`config.mk`:
```
export PLATFORM = sky130hd
export DESIGN_NAME = fare_responder
export DESIGN_NICKNAME = d
export VERILOG_FILES = /design/src/rtl/fare_responder.sv
export SDC_FILE = /design/constraint.sdc
export NUM_CORES = 1
export LEC_CHECK = 0
export BUFFER_PORTS_ARGS = -buffer_cell sky130_fd_sc_hd__clkbuf_2
export CAP_MARGIN = 30
export CORE_MARGIN = 3
export CORE_UTILIZATION = 30
export CTS_CLUSTER_SIZE = 40
export DETAILED_ROUTE_END_ITERATION = 16
export GPL_ROUTABILITY_DRIVEN = 1
export PLACE_DENSITY = 0.56
export SETUP_SLACK_MARGIN = 0.3
export SLEW_MARGIN = 5
export SYNTH_ARGS = -nofsm -noshare
export SYNTH_HDL_FRONTEND = slang
export SYNTH_SLANG_ARGS = --single-unit
```
`constraint.sdc`:
```
create_clock -name clk -period 4.1 [get_ports clk]
set_input_delay 0.205 -clock clk [delete_from_list [all_inputs] [get_ports clk]]
set_output_delay 0.205 -clock clk [all_outputs]
set_load 0.1 [all_outputs]
```
`src/rtl/fare_responder.sv`:
```
// fare_responder: card/fare-account side of the gate interface.
// Looks up a tapped card, presents the verdict, deducts FARE on strobe.
module fare_responder #(
    parameter int NUM_CARDS   = 4,
    parameter int BAL_W       = 8,
    parameter int FARE        = 3,
    parameter int INIT_BAL    = 10,
    parameter int ACK_TIMEOUT = 8
) (
    input  logic                         clk,
    input  logic                         rst_n,
    input  logic                         tap_valid,
    input  logic [$clog2(NUM_CARDS)-1:0] tap_id,
    input  logic                         load_valid,
    input  logic [$clog2(NUM_CARDS)-1:0] load_id,
    input  logic [BAL_W-1:0]             load_amt,
    input  logic                         load_active,
    input  logic                         reduce_bal,
    output logic                         nfc,
    output logic                         card_active,
    output logic                         fund_enough,
    output logic                         busy,
    output logic                         deduct_done,
    output logic                         ack_timeout,
    output logic                         tap_drop
);

    localparam int ID_W  = $clog2(NUM_CARDS);
    localparam int CNT_W = $clog2(ACK_TIMEOUT + 1);

    localparam logic [BAL_W:0]   FARE_X = (BAL_W + 1)'(FARE);
    localparam logic [BAL_W:0]   MAX_X  = {1'b0, {BAL_W{1'b1}}};
    localparam logic [BAL_W-1:0] INIT_V = BAL_W'(INIT_BAL);
    localparam logic [CNT_W-1:0] LAST_C = CNT_W'(ACK_TIMEOUT - 1);

    typedef enum logic [2:0] {
        IDLE,
        LOOKUP,
        PRESENT,
        WAIT_ACK,
        DEDUCT
    } state_t;

    state_t               state;
    logic [ID_W-1:0]      id;
    logic                 rd_phase;
    logic                 rd_active;
    logic                 rd_enough;
    logic [CNT_W-1:0]     cnt;
    logic [BAL_W-1:0]     bal [NUM_CARDS];
    logic [NUM_CARDS-1:0] active;
    logic [BAL_W:0]       sum [NUM_CARDS];
    logic                 deducting;

    assign busy      = (state != IDLE);
    assign deducting = (state == DEDUCT);

    // Transaction FSM; the card record is read into a register first,
    // then the verdict is registered onto the outputs with nfc.
    always_ff @(posedge clk) begin
        if (!rst_n) begin
            state       <= IDLE;
            id          <= '0;
            rd_phase    <= 1'b0;
            rd_active   <= 1'b0;
            rd_enough   <= 1'b0;
            cnt         <= '0;
            nfc         <= 1'b0;
            card_active <= 1'b0;
            fund_enough <= 1'b0;
            deduct_done <= 1'b0;
            ack_timeout <= 1'b0;
            tap_drop    <= 1'b0;
        end else begin
            nfc         <= 1'b0;
            deduct_done <= 1'b0;
            ack_timeout <= 1'b0;
            tap_drop    <= tap_valid && (state != IDLE);
            case (state)
                IDLE: begin
                    if (tap_valid) begin
                        id       <= tap_id;
                        rd_phase <= 1'b0;
                        state    <= LOOKUP;
                    end
                end
                LOOKUP: begin
                    if (!rd_phase) begin
                        rd_active <= active[id];
                        rd_enough <= ({1'b0, bal[id]} >= FARE_X);
                        rd_phase  <= 1'b1;
                    end else begin
                        card_active <= rd_active;
                        fund_enough <= rd_enough;
                        nfc         <= 1'b1;
                        state       <= PRESENT;
                    end
                end
                PRESENT: begin
                    if (card_active && fund_enough) begin
                        cnt   <= '0;
                        state <= reduce_bal ? DEDUCT : WAIT_ACK;
                    end else begin
                        card_active <= 1'b0;
                        fund_enough <= 1'b0;
                        state       <= IDLE;
                    end
                end
                WAIT_ACK: begin
                    if (reduce_bal) begin
                        state <= DEDUCT;
                    end else if (cnt == LAST_C) begin
                        ack_timeout <= 1'b1;
                        card_active <= 1'b0;
                        fund_enough <= 1'b0;
                        state       <= IDLE;
                    end else begin
                        cnt <= cnt + 1'b1;
                    end
                end
                DEDUCT: begin
                    deduct_done <= 1'b1;
                    card_active <= 1'b0;
                    fund_enough <= 1'b0;
                    state       <= IDLE;
                end
                default: state <= IDLE;
            endcase
        end
    end

    // Next balance per card: load and deduct combine in BAL_W+1 bits.
    // bal >= FARE was seen at lookup and loads only add, so no underflow.
    always_comb begin
        for (int i = 0; i < NUM_CARDS; i++) begin
            sum[i] = {1'b0, bal[i]};
            if (load_valid && load_id == ID_W'(i)) begin
                sum[i] = sum[i] + {1'b0, load_amt};
            end
            if (deducting && id == ID_W'(i)) begin
                sum[i] = sum[i] - FARE_X;
            end
        end
    end

    // Card records: saturating balance update and active-flag loads.
    always_ff @(posedge clk) begin
        if (!rst_n) begin
            for (int i = 0; i < NUM_CARDS; i++) begin
                bal[i] <= INIT_V;
            end
            active <= '1;
        end else begin
            for (int i = 0; i < NUM_CARDS; i++) begin
                if (sum[i] > MAX_X) begin
                    bal[i] <= MAX_X[BAL_W-1:0];
                end else begin
                    bal[i] <= sum[i][BAL_W-1:0];
                end
            end
            if (load_valid) begin
                active[load_id] <= load_active;
            end
        end
    end

endmodule

```
=== Word-level counts from Yosys, hierarchy flattened ===
Memory sizes are Yosys's and may differ from the RTL's. A register that Yosys moved wholly into a read port is not among the register bits.
Index checks and enable logic that the tools add are counted.

* Register bits: 22
* Bits in writable memories: 32
* Input port bits: 18
* Output and inout port bits: 7
* Memories: 1

* $add $sub $neg: 9
* $lt $le $gt $ge: 8
* Equal/unequal tests: 19
* Multiplexer cells: 71
* Bitwise gates (word level): 11
* Reduce and logical (&&, ||, !) cells: 26

{| class="wikitable"
|+ Memory list
! name !! depth !! width !! rd ports !! clocked after Yosys merged registers in !! wr ports !! RTL line !! RTL
|-
| bal || 4 || 8 || 5 || 1 || 4 || 50 || <nowiki>logic [BAL_W-1:0] bal [NUM_CARDS];</nowiki>
|}

{| class="wikitable"
|+ Operator list
! cell !! count
|-
| $mux W9 || 8
|-
| $mux W8 || 8
|-
| $add A8 B8 Y9 || 4
|-
| $gt A9 B8 Y1 const B || 4
|-
| $mux W1 || 36
|-
| $sub A9 B2 Y9 const B || 4
|-
| $mux W3 || 6
|-
| $ne A2 B2 Y1 const B || 7
|-
| $mux W4 || 3
|-
| $pmux W3 S4 || 1
|-
| $logic_and A1 B1 Y1 || 11
|-
| $eq A2 B2 Y1 const B || 4
|-
| $ge A8 B2 Y1 const B || 1
|-
| $or A1 B1 Y1 || 8
|-
| $pmux W1 S4 || 2
|-
| $pmux W4 S2 || 1
|-
| $reduce_and A2 Y1 || 4
|-
| $eq A3 B2 Y1 const B || 2
|-
| $lt A2 B3 Y1 const B || 2
|-
| $reduce_and A5 Y1 || 1
|-
| $add A4 B1 Y4 const B || 1
|-
| $bwmux W4 || 1
|-
| $eq A2 B1 Y1 const B || 2
|-
| $eq A4 B3 Y1 const B || 1
|-
| 17 further kinds || 22
|}

=== Longest topological paths before layout ===
Gate-level depths: netlist of run 1.

* Depth after elaboration: 11
* Depth in mapped cells: 11
* Depth with buffers taken out: 11

=== Worst setup path after synthesis of run 1 ===
No wires, ideal clock.

* Kind: reg2reg
* Start: memory bal[1][0]
* End: memory bal[1][7] (data pin)
* Library setup time: 0.273 ns
* Data arrival time: 2.727 ns
* Data required time: 3.827 ns
* Path slack: 1.100 ns
* Cell stages (with the launch flop): 11
* Buffers on the path: 0
* Clock period less this slack: 3.000 ns
* Path through: edfxtp_1 > ha_1 > inv_1 > fa_1 > xnor2_1 > mux2_4 > or4_4 > a2111o_1 > nand3b_1 > mux2i_1 > a211oi_2

{| class="wikitable"
|+ RTL lines
! item !! RTL line
|-
| start: declaration || 50
|}

==> flow_summary.ini, run 1 <==
[cells_and_area]
multi_input_area_um2 = 3570
drive_gt1_share_pct = 8.93
fin_nets = 696
fin_cells = 854
antennaDiodeCount = 0
ff_latch_area_um2 = 1440
fillers = 1677
design_area_um2 = 5690
area_growth_syn_to_layout_pct = 12.7

[min_path]
hold_class = input port to flop

[pwr]
peakVddDrop_mv = 0.143
powerDensity_nw_per_um2 = 285
netSwitchingFraction_pct = 32.9
clockPowerShare_pct = 29.9
p_int_uw = 1090
p_leak_uw = 0.00223
power_frac_seq_pct = 41.1
power_switching_uw = 534
power.total_uw = 1620
combPwrFrac_pct = 29.1

[synthesis]
syn_inst = 589
yosys-top-cells-area = edfxtp_1 (19%), dfxtp_1 (9.5%), ha_1 (9.2%), nor2_1 (4.5%), nand2_1 (4.1%)
yosys-top-cells-count = nor2_1 (61), nand2_1 (55), a21oi_1 (37), ha_1 (37), edfxtp_1 (32)
syn_avg_cell_area_um2 = 8.57
synth_top_family_by_area = simple AND/OR/NAND/NOR gates
yosysMostFrequentCell = nor2_1
ys_warn_count = 0
yosysTopAreaCellShare_pct = 19.0
synth_compound_area_share_pct = 20.8
yosys.area_share.simple_pct = 25.7
synthArstFlopShare_pct = 0
synth_top_area_cell = edfxtp_1
syn-cell-area_um2 = 5050
synthXorXnorAreaFrac_pct = 5.72
synth_edf_count = 32
synth-main-ff-cell = edfxtp_1
synthAdderAreaFrac_pct = 10.8
synth_mux_area_share_pct = 5.35
seq_area_frac_synth_pct = 28.5
yosysUniqueCellTypes = 74
yosys_register_bits = 56

[routing]
met2_wirelength_um = 5840
vias_per_cell = 5.36
wl_per_cell_um = 15.8
num_vias = 4579
drc = 0
met1_length_um = 6540
top_layer = met4
first_pass_iters = 6
routed_wl_um = 13500
met3_length_um = 672
drt-initial-drc-count = 321
ant_nets = 0

[grt]
grt_pass1_vias = 4421
grt_usage_pct = 14.9
grt_pass1_wl_um = 21900
antenna_found_initial = 0
grt_max_degree = 28
grt-ovfl-total = 0

[worst_setup_path]
critPathMaxFanout = 4
crit_required_ns = 4.13
path_buf_inv = 1
criticalPathCategory = flop to flop
r2r_slack_ns = 0.84
crit_path_start_kind = flop
arrival_ns = 3.29
cp_cell_sequence = ha_1, inv_1, fa_1, o21ai_0, ha_1, or3b_1, a2111oi_2, nand4b_1, xor2_1, nand3_1
cp_slowest_stage_delay_ns = 0.48
worst_path_max_delay_cell = fa_1
end_kind = flop
crit_family = adder cells
path_common_cell = ha_1

[sta]
rsz0062_at_grt = false
worst_pin_slew_ns = 0.740
finalClockSkew_ns = 0.00402
setup_viol_count_final = 0
finalHoldWorstSlack_ns = 0.138
finalCritPeriodShare_pct = 79.5
fin_setup_tns_ns = 0
min_period_ns = 3.26
hold_violations = 0
slew_viol_final = 0
max_freq_ghz = 0.307
slew_headroom_pct = 50.5

[floorplan]
die_area_um2 = 18400
io_pins = 25
die_y_um = 136
core_um2 = 16200
rows = 46
initial_core_util_pct = 31.2
die_x_um = 136

[placed_design]
dp_hpwl_um = 10300
place_area_um2 = 5530
dp_cells = 846
place.gp.congestion = 0.849
port_buffers = 24

[clocking]
post_cts_buffers = 0
ctsResizeCount = 0
cts.sinks = 56
cts_hold_buffers = 0
cts_tree = built
h-tree-depth = 2
cts.path.max_buffers = 2
numCtsBuffers = 5
clk_pin_slew_ns = 0.07
cts_root_buf = clkbuf_16
clock_latency_ns = 0.30

[outcome]
status = complete, no violations

[run]
maxCapViolCount = 0
-- sequential cells by signal (all words and copies together) (netlist names), named ones only --
name / count
ack_timeout: 1
active: 4
bal: 32
card_active: 1
cnt: 4
deduct_done: 1
fund_enough: 1
id: 2
nfc: 1
rd_active: 1
rd_enough: 1
rd_phase: 1
state: 3
tap_drop: 1
-- power by group through the flow --
stage / logic, µW / clock network [µW] / registers, µW
2_1_floorplan: 353 / 0 / 673
3_3_place_gp: 446 / 0 / 678
4_1_cts: 467 / 504 / 666
3_5_place_dp: 463 / 0 / 679
5_1_grt: 525 / 526 / 670
6_report: 472 / 484 / 666
-- final timing paths --
path | depth (start not counted) | from | endpoint
setup reg to reg | 10 | bal[2][0]$_SDFFCE_PN0P_ | bal[2][1]$_SDFFCE_PN1P_
hold reg to reg | 2 | active[0]$_SDFFE_PN1N_ | active[0]$_SDFFE_PN1N_
hold / removal | 2 | reduce_bal | ack_timeout$_SDFF_PP0_
setup / recovery | 10 | bal[2][0]$_SDFFCE_PN0P_ | bal[2][1]$_SDFFCE_PN1P_
-- area by class of cell --
| type | count | area share (%) |
|---|---|---|
| multi-input cells | 527 | 62.8 |
| flip-flops and latches | 56 | 25.3 |
| well taps | 216 | 4.75 |
| repair buffers | 28 | 2.99 |
| clock buffers | 7 | 2.71 |
| inverters | 19 | 1.25 |
| clock inverters | 1 | 0.154 |
-- cells by family (layout without fill, tap and decap cells) --
group,after synthesis,after routing
DFF,56,56
muxes,24,24
buffers and inverters,37,55
other,1,32
xor gates and xnor gates,33,33
and+or+nand+nor,246,246
AOI/OAI and AO/OA,151,151
adders and majority gates,41,41
-- stage by stage --
stage,worst slack [ns],util [%]
6_report,0.841,35.2
5_1_grt,0.556,35.2
4_1_cts,0.856,35.2
3_5_place_dp,0.850,34.2
3_3_place_gp,0.861,34.0
2_1_floorplan,1.10,-
-- worst register-to-register path, cell delays in order, from the launching register on --
cell and delay (ns):
edfxtp_1 0.38, ha_1 0.20, inv_1 0.06, fa_1 0.48, o21ai_0 0.16, ha_1 0.26, or3b_1 0.42, a2111oi_2 0.43
nand4b_1 0.17, xor2_1 0.31, nand3_1 0.11
-- cells in the final DEF (no fill, tap or decap), types with 19 or more instances in the layout --
cell / netlist / routed
inv_1: 19 / 19
nand2_1: 55 / 55
nor2_1: 61 / 61
nand3_1: 25 / 25
ha_1: 37 / 37
clkbuf_2: 0 / 24
o21ai_0: 21 / 21
edfxtp_1: 32 / 32
conb_1: 1 / 32
dfxtp_1: 24 / 24
a21oi_1: 37 / 37
xnor2_1: 19 / 19
-- metal layers --
metal	vias up	GRT usage, %
li1	2290	-
met1	2157	20.3
met2	112	23.4
met3	20	2.45
met4	0	6.05
met5	-	0
No activity file was read; power rests on OpenSTA's default activity.
==> run 2, diff against run 1 <==
--- a/config.mk
+++ b/config.mk
@@ -5,6 +5,7 @@
 export SDC_FILE = /design/constraint.sdc
 export NUM_CORES = 1
 export LEC_CHECK = 0
+export ABC_AREA = 1
 export BUFFER_PORTS_ARGS = -buffer_cell sky130_fd_sc_hd__clkbuf_2
 export CAP_MARGIN = 30
 export CORE_MARGIN = 3
==> constraint.sdc (replaced) <==
create_clock -name clk -period 3 [get_ports clk]
set_input_delay 0.15 -clock clk [delete_from_list [all_inputs] [get_ports clk]]
set_output_delay 0.15 -clock clk [all_outputs]
set_load 0.1 [all_outputs]
==> run 2 against run 1 <==
Against the previous run: clock-buffer cell count did not move; largest power group is now combinational cells; synthesized cell count increased by 40%; via count is 13% higher; setup slack got worse by 0.51 ns; routed wire length rose by 4.0%; global-route usage decreased by 0.34 points; first-iteration DRC count grew 5.6%; hold slack got worse by 0.11 ns; highest routed layer unchanged.
==> flow_summary.ini, run 2 <==
[outcome]
status = complete, no violations

[sta]
fin_setup_tns_ns = 0
worst_pin_slew_ns = 0.551
setup_viol_count_final = 0
finalClockSkew_ns = 0.00635
setup_slack_ns = 0.327
min_period_ns = 2.67
finalCritPeriodShare_pct = 89.1
slew_headroom_pct = 63.2
rsz0062_at_grt = true
max_freq_ghz = 0.374
slew_viol_final = 0
hold_violations = 0

[grt]
grt_usage_pct = 14.5
grt_max_degree = 19
antenna_found_initial = 0
grt_pass1_vias = 4926
grt_pass1_wl_um = 23700
grt-ovfl-total = 0

[synthesis]
ys_warn_count = 0
yosys_register_bits = 56
synth_mux_area_share_pct = 0
yosysTopAreaCellShare_pct = 17.7
syn_avg_cell_area_um2 = 6.62
yosys-top-cells-count = nand2_1 (247), inv_1 (140), nand3_1 (89)
yosys-top-cells-area = edfxtp_1 (18%), nand2_1 (17%), inv_1 (9.7%), dfxtp_1 (8.8%), ha_1 (8.5%)
synth_edf_count = 32
synthXorXnorAreaFrac_pct = 2.90
yosysUniqueCellTypes = 48
yosysMostFrequentCell = nand2_1
yosys.area_share.simple_pct = 39.9
seq_area_frac_synth_pct = 26.5
synth_compound_area_share_pct = 9.29
synth_top_area_cell = edfxtp_1
syn_inst = 822
synthArstFlopShare_pct = 0
synthAdderAreaFrac_pct = 9.98
synth_top_family_by_area = simple AND/OR/NAND/NOR gates
synth-main-ff-cell = edfxtp_1
syn-cell-area_um2 = 5440

[min_path]
hold_class = input port to flop

[worst_setup_path]
crit_path_start_kind = flop
worst_path_max_delay_cell = fa_1
cp_cell_sequence = ha_2, inv_2, fa_1, nand2_1, o21ai_2, inv_1, ha_2, inv_2, nand4_1, nor2_2, nand3_2, nor2_4, nand3_2, nand2_4, and3_4, nand2_1
r2r_slack_ns = 0.33
critPathMaxFanout = 4
crit_family = simple AND/OR/NAND/NOR gates
path_buf_inv = 3
criticalPathCategory = flop to flop
end_kind = flop
arrival_ns = 2.72
crit_required_ns = 3.05
cp_slowest_stage_delay_ns = 0.47

[routing]
drc = 0
ant_nets = 0
num_vias = 5189
first_pass_iters = 5
routed_wl_um = 14000
wl_per_cell_um = 12.6
vias_per_cell = 4.66
drt-initial-drc-count = 339

[clocking]
cts_tree = built
cts.sinks = 56
clk_pin_slew_ns = 0.07
cts_root_buf = clkbuf_16
cts.path.max_buffers = 2
h-tree-depth = 2
cts_hold_buffers = 0
clock_latency_ns = 0.30
numCtsBuffers = 5

[pwr]
netSwitchingFraction_pct = 41.5
peakVddDrop_mv = 0.860
power_frac_seq_pct = 36.1
power.total_uw = 2760
p_leak_uw = 0.00314
combPwrFrac_pct = 40.5
p_int_uw = 1620
powerDensity_nw_per_um2 = 440
power_switching_uw = 1150
clockPowerShare_pct = 23.4

[placed_design]
port_buffers = 24
dp_hpwl_um = 11000
place.gp.congestion = 0.835
pre_cts_slack_ns = 0.0378

[floorplan]
initial_core_util_pct = 31.0
rows = 48
core_um2 = 17500
die_x_um = 141
die_y_um = 141
die_area_um2 = 19800
io_pins = 25

[run]
maxCapViolCount = 0

[cells_and_area]
drive_gt1_share_pct = 13.8
layout_commonest_cell = nand2_1
antennaDiodeCount = 0
final_cell_mix = nand2_1 (246), inv_1 (138), nand3_1 (85)
largest_reg_flops = 32
top_register = bal
fin_nets = 947
top_regs = bal (32), active (4), cnt (4)
area_growth_syn_to_layout_pct = 15.2
==> run 2: final timing paths <==
path                                               from                      end  depth (start not counted)
worst min-delay path                         reduce_bal   ack_timeout$_SDFF_PP0_                          2
worst max-delay path            bal[1][0]$_SDFFCE_PN0P_  bal[1][1]$_SDFFCE_PN1P_                         16
worst max register to register  bal[1][0]$_SDFFCE_PN0P_  bal[1][1]$_SDFFCE_PN1P_                         16
worst min register to register      cnt[2]$_SDFFE_PN0P_      cnt[2]$_SDFFE_PN0P_                          2
==> run 2: worst reg2reg max path, cell delays in order, from the launching register on <==
cell and delay [ns]:
edfxtp_1 0.35, ha_2 0.19, inv_2 0.04, fa_1 0.47
nand2_1 0.06, o21ai_2 0.10, inv_1 0.07, ha_2 0.18
inv_2 0.04, nand4_1 0.12, nor2_2 0.17, nand3_2 0.12
nor2_4 0.12, nand3_2 0.09, nand2_4 0.09, and3_4 0.18
nand2_1 0.05
==> run 2: cell families (layout without fill, tap and decap cells) <==
family / count (synthesis) / after routing
buf+inv: 157 / 193
simple gates: 467 / 467
xor+xnor: 18 / 18
fa+ha+maj: 41 / 41
other cells: 1 / 32
compound gates: 82 / 82
flops: 56 / 56
==> run 2: what timing repair did <==
action                                  CTS  global route
endpoints found under the hold margin     0             0
buffers inserted                          9             3
pin swaps                                 6            12
endpoints found under the setup margin   10            32
resized for setup                        10            18
==> run 2: metrics by stage <==
stage | instances | hold slack (ns) | instance area, µm² | util [%]
final | 1114 | 0.0267 | 6270 | 35.8
after global routing | 1114 | 0.0325 | 6270 | 35.8
after CTS | 1111 | 0.0196 | 6180 | 35.3
after detailed placement | 1094 | 0.343 | 5910 | 33.7
after global placement | 1094 | 0.335 | 5910 | 33.7
after floorplan | 853 | 0.228 | 5560 | -
==> run 2: power by group through the flow <==
stage,Sequential (µW),Clock (µW),Combinational (µW)
3_3_place_gp,1010,0,1090
3_5_place_dp,1010,0,1090
2_1_floorplan,1110,0,755
5_1_grt,1010,697,1270
6_report,996,647,1120
4_1_cts,996,668,1110
==> run 2: cell type report <==
| cell class | instances | area, µm² |
|---|---|---|
| sequential | 56 | 1440 |
| timing repair buffer | 40 | 251 |
| multi-input combinational | 640 | 3590 |
| fill | 1934 | 11300 |
| clock buffer | 7 | 154 |
| clock inverter | 1 | 8.76 |
| inverter | 145 | 544 |
| tap | 225 | 282 |
==> run 2: metal layers <==
layer  GRT usage, %  vias up  share of wire (%)
met5              0        -                  0
met4           4.64        0                2.5
met3           2.00       16                3.8
met2           21.6       78                 41
met1           21.6     2309                 53
li1               -     2786                  -
==> run 3, diff against run 2 <==
--- a/config.mk
+++ b/config.mk
@@ -13,7 +13,7 @@
 export CTS_CLUSTER_SIZE = 40
 export DETAILED_ROUTE_END_ITERATION = 16
 export GPL_ROUTABILITY_DRIVEN = 1
-export PLACE_DENSITY = 0.56
+export PLACE_DENSITY = 0.57
 export SETUP_SLACK_MARGIN = 0.3
 export SLEW_MARGIN = 5
 export SYNTH_ARGS = -nofsm -noshare
==> constraint.sdc (replaced) <==
create_clock -name clk -period 2.3 [get_ports clk]
set_input_delay 0.115 -clock clk [delete_from_list [all_inputs] [get_ports clk]]
set_output_delay 0.115 -clock clk [all_outputs]
set_load 0.1 [all_outputs]
==> run 3 against run 2 <==
Against the previous run: the flow now finishes with violations (setup timing); total power is 38% higher; first-iteration DRC count decreased by 20%; clock power rose by 25%; flip-flop and latch count did not move; fmax up 0.78%; routed wire length is 8.5% higher; die area unchanged; register-to-register slack worse by 0.68 ns; critical path type unchanged; critical endpoint unchanged; largest cell class unchanged; largest power group unchanged; highest routed layer unchanged.
==> flow_summary.ini, run 3 (synthesis gave the netlist of run 2 again) <==
[pwr]
power_switching_uw = 1590
power_frac_seq_pct = 34.1
powerDensity_nw_per_um2 = 528
p_leak_uw = 0.00355
clockPowerShare_pct = 21.3
peakVddDrop_mv = 0.676
combPwrFrac_pct = 44.6
netSwitchingFraction_pct = 41.8
p_int_uw = 2210
power.total_uw = 3800

[floorplan]
io_pins = 25
die_y_um = 141
initial_core_util_pct = 31.0
die_x_um = 141
core_um2 = 17500
die_area_um2 = 19800
rows = 48

[sta]
min_period_ns = 2.65
slew_viol_final = 0
finalHoldWorstSlack_ns = 0.0620
rsz0062_at_grt = true
setup_slack_ns = -0.353
fin_setup_tns_ns = -6.46
setup_viol_count_final = 32
finalClockSkew_ns = 0.00910
finalCritPeriodShare_pct = 115
worst_pin_slew_ns = 0.551
slew_headroom_pct = 63.4
hold_violations = 0
max_freq_ghz = 0.377

[grt]
grt_usage_pct = 15.5
grt-ovfl-total = 0
grt_pass1_wl_um = 25300
grt_max_degree = 22
antenna_found_initial = 0
grt_pass1_vias = 5311

[routing]
num_vias = 5475
drt-initial-drc-count = 271
drc = 0
wl_per_cell_um = 12.7
ant_nets = 0
vias_per_cell = 4.59
routed_wl_um = 15200
first_pass_iters = 5

[clocking]
numCtsBuffers = 5
clock_latency_ns = 0.30
cts_tree = built
clk_pin_slew_ns = 0.07
cts_root_buf = clkbuf_16
cts.path.max_buffers = 2
cts.sinks = 56
h-tree-depth = 2

[placed_design]
place_area_um2 = 6580
place.gp.congestion = 0.835
pre_cts_slack_ns = -0.390
dp_hpwl_um = 11900
port_buffers = 24

[worst_setup_path]
critPathMaxFanout = 4
criticalPathCategory = flop to flop
crit_path_start_kind = flop
arrival_ns = 2.70
reg2reg_depth = 16
crit_required_ns = 2.35
end_kind = flop

[cells_and_area]
final_cell_mix = nand2_1 (235), inv_1 (126), buf_4 (85)
antennaDiodeCount = 0
drive_gt1_share_pct = 26.4
top_register = bal
largest_reg_flops = 32
top_regs = bal (32), active (4), cnt (4)
design_area_um2 = 7210
area_growth_syn_to_layout_pct = 32.5
fin_nets = 1026
layout_commonest_cell = nand2_1

[outcome]
status = complete, but fails checks
violations = setup timing

[min_path]
timing.hold.worst_path_depth = 3
hold_class = input port to flop

[run]
maxCapViolCount = 0
run 3: area by class of cell:
type / count / area (µm²)
clock buffers: 7 / 143
flip-flops and latches: 56 / 1440
repair buffers: 119 / 870
inverters: 145 / 547
fillers: 1850 / 10300
clock inverters: 1 / 6.26
well taps: 225 / 282
multi-input cells: 640 / 3920
run 3: repair_timing:
action	in CTS	in global routing
cloned	0	0
endpoints found under the hold margin	1	0
hold buffers	1	0
resized for setup	19	61
pin swaps	21	32
buffers inserted	9	3
setup endpoints to repair	32	35
run 3: stage by stage:
step	cells	util, %
floorplan	853	-
global placement	1172	37.5
detailed placement	1172	37.5
CTS	1190	39.3
global route	1193	41.1
finish	1193	41.1
run 3: final timing paths:
path / start / to / slack, ns
setup / recovery: bal[1][0]$_SDFFCE_PN0P_ / bal[1][1]$_SDFFCE_PN1P_ / -0.35
hold / removal: tap_valid / tap_drop$_SDFF_PN0_ / 0.06
setup reg to reg: bal[1][0]$_SDFFCE_PN0P_ / bal[1][1]$_SDFFCE_PN1P_ / -0.35
hold reg to reg: cnt[2]$_SDFFE_PN0P_ / cnt[2]$_SDFFE_PN0P_ / 0.48
run 3: critical path, cell delays in order, from the launching register on:
cell and delay, ns:
edfxtp_1 0.35, ha_2 0.18, inv_2 0.04, fa_1 0.47, nand2_1 0.06, o21ai_2 0.07, inv_1 0.06, ha_2 0.17
inv_2 0.04, nand4_1 0.12, nor2_2 0.16, nand3_2 0.12, nor2_4 0.12, nand3_2 0.09, nand2_4 0.10, and3_4 0.20
nand2_2 0.04
run 3: layer usage:
layer  up-vias  wire, µm  track usage (%)
met5         -         0                0
li1       2940         -                -
met2        61      6920             25.1
met4         0       102             3.01
met1      2468      7760             22.4
met3         6       400             1.73
run 3: power by group through the flow:
stage          combinational [µW]  sequential [µW]  clock, µW
4_1_cts                      1630             1300        830
3_3_place_gp                 1590             1320          0
2_1_floorplan                1000             1460          0
3_5_place_dp                 1600             1320          0
6_report                     1700             1300        809
5_1_grt                      1890             1320        875
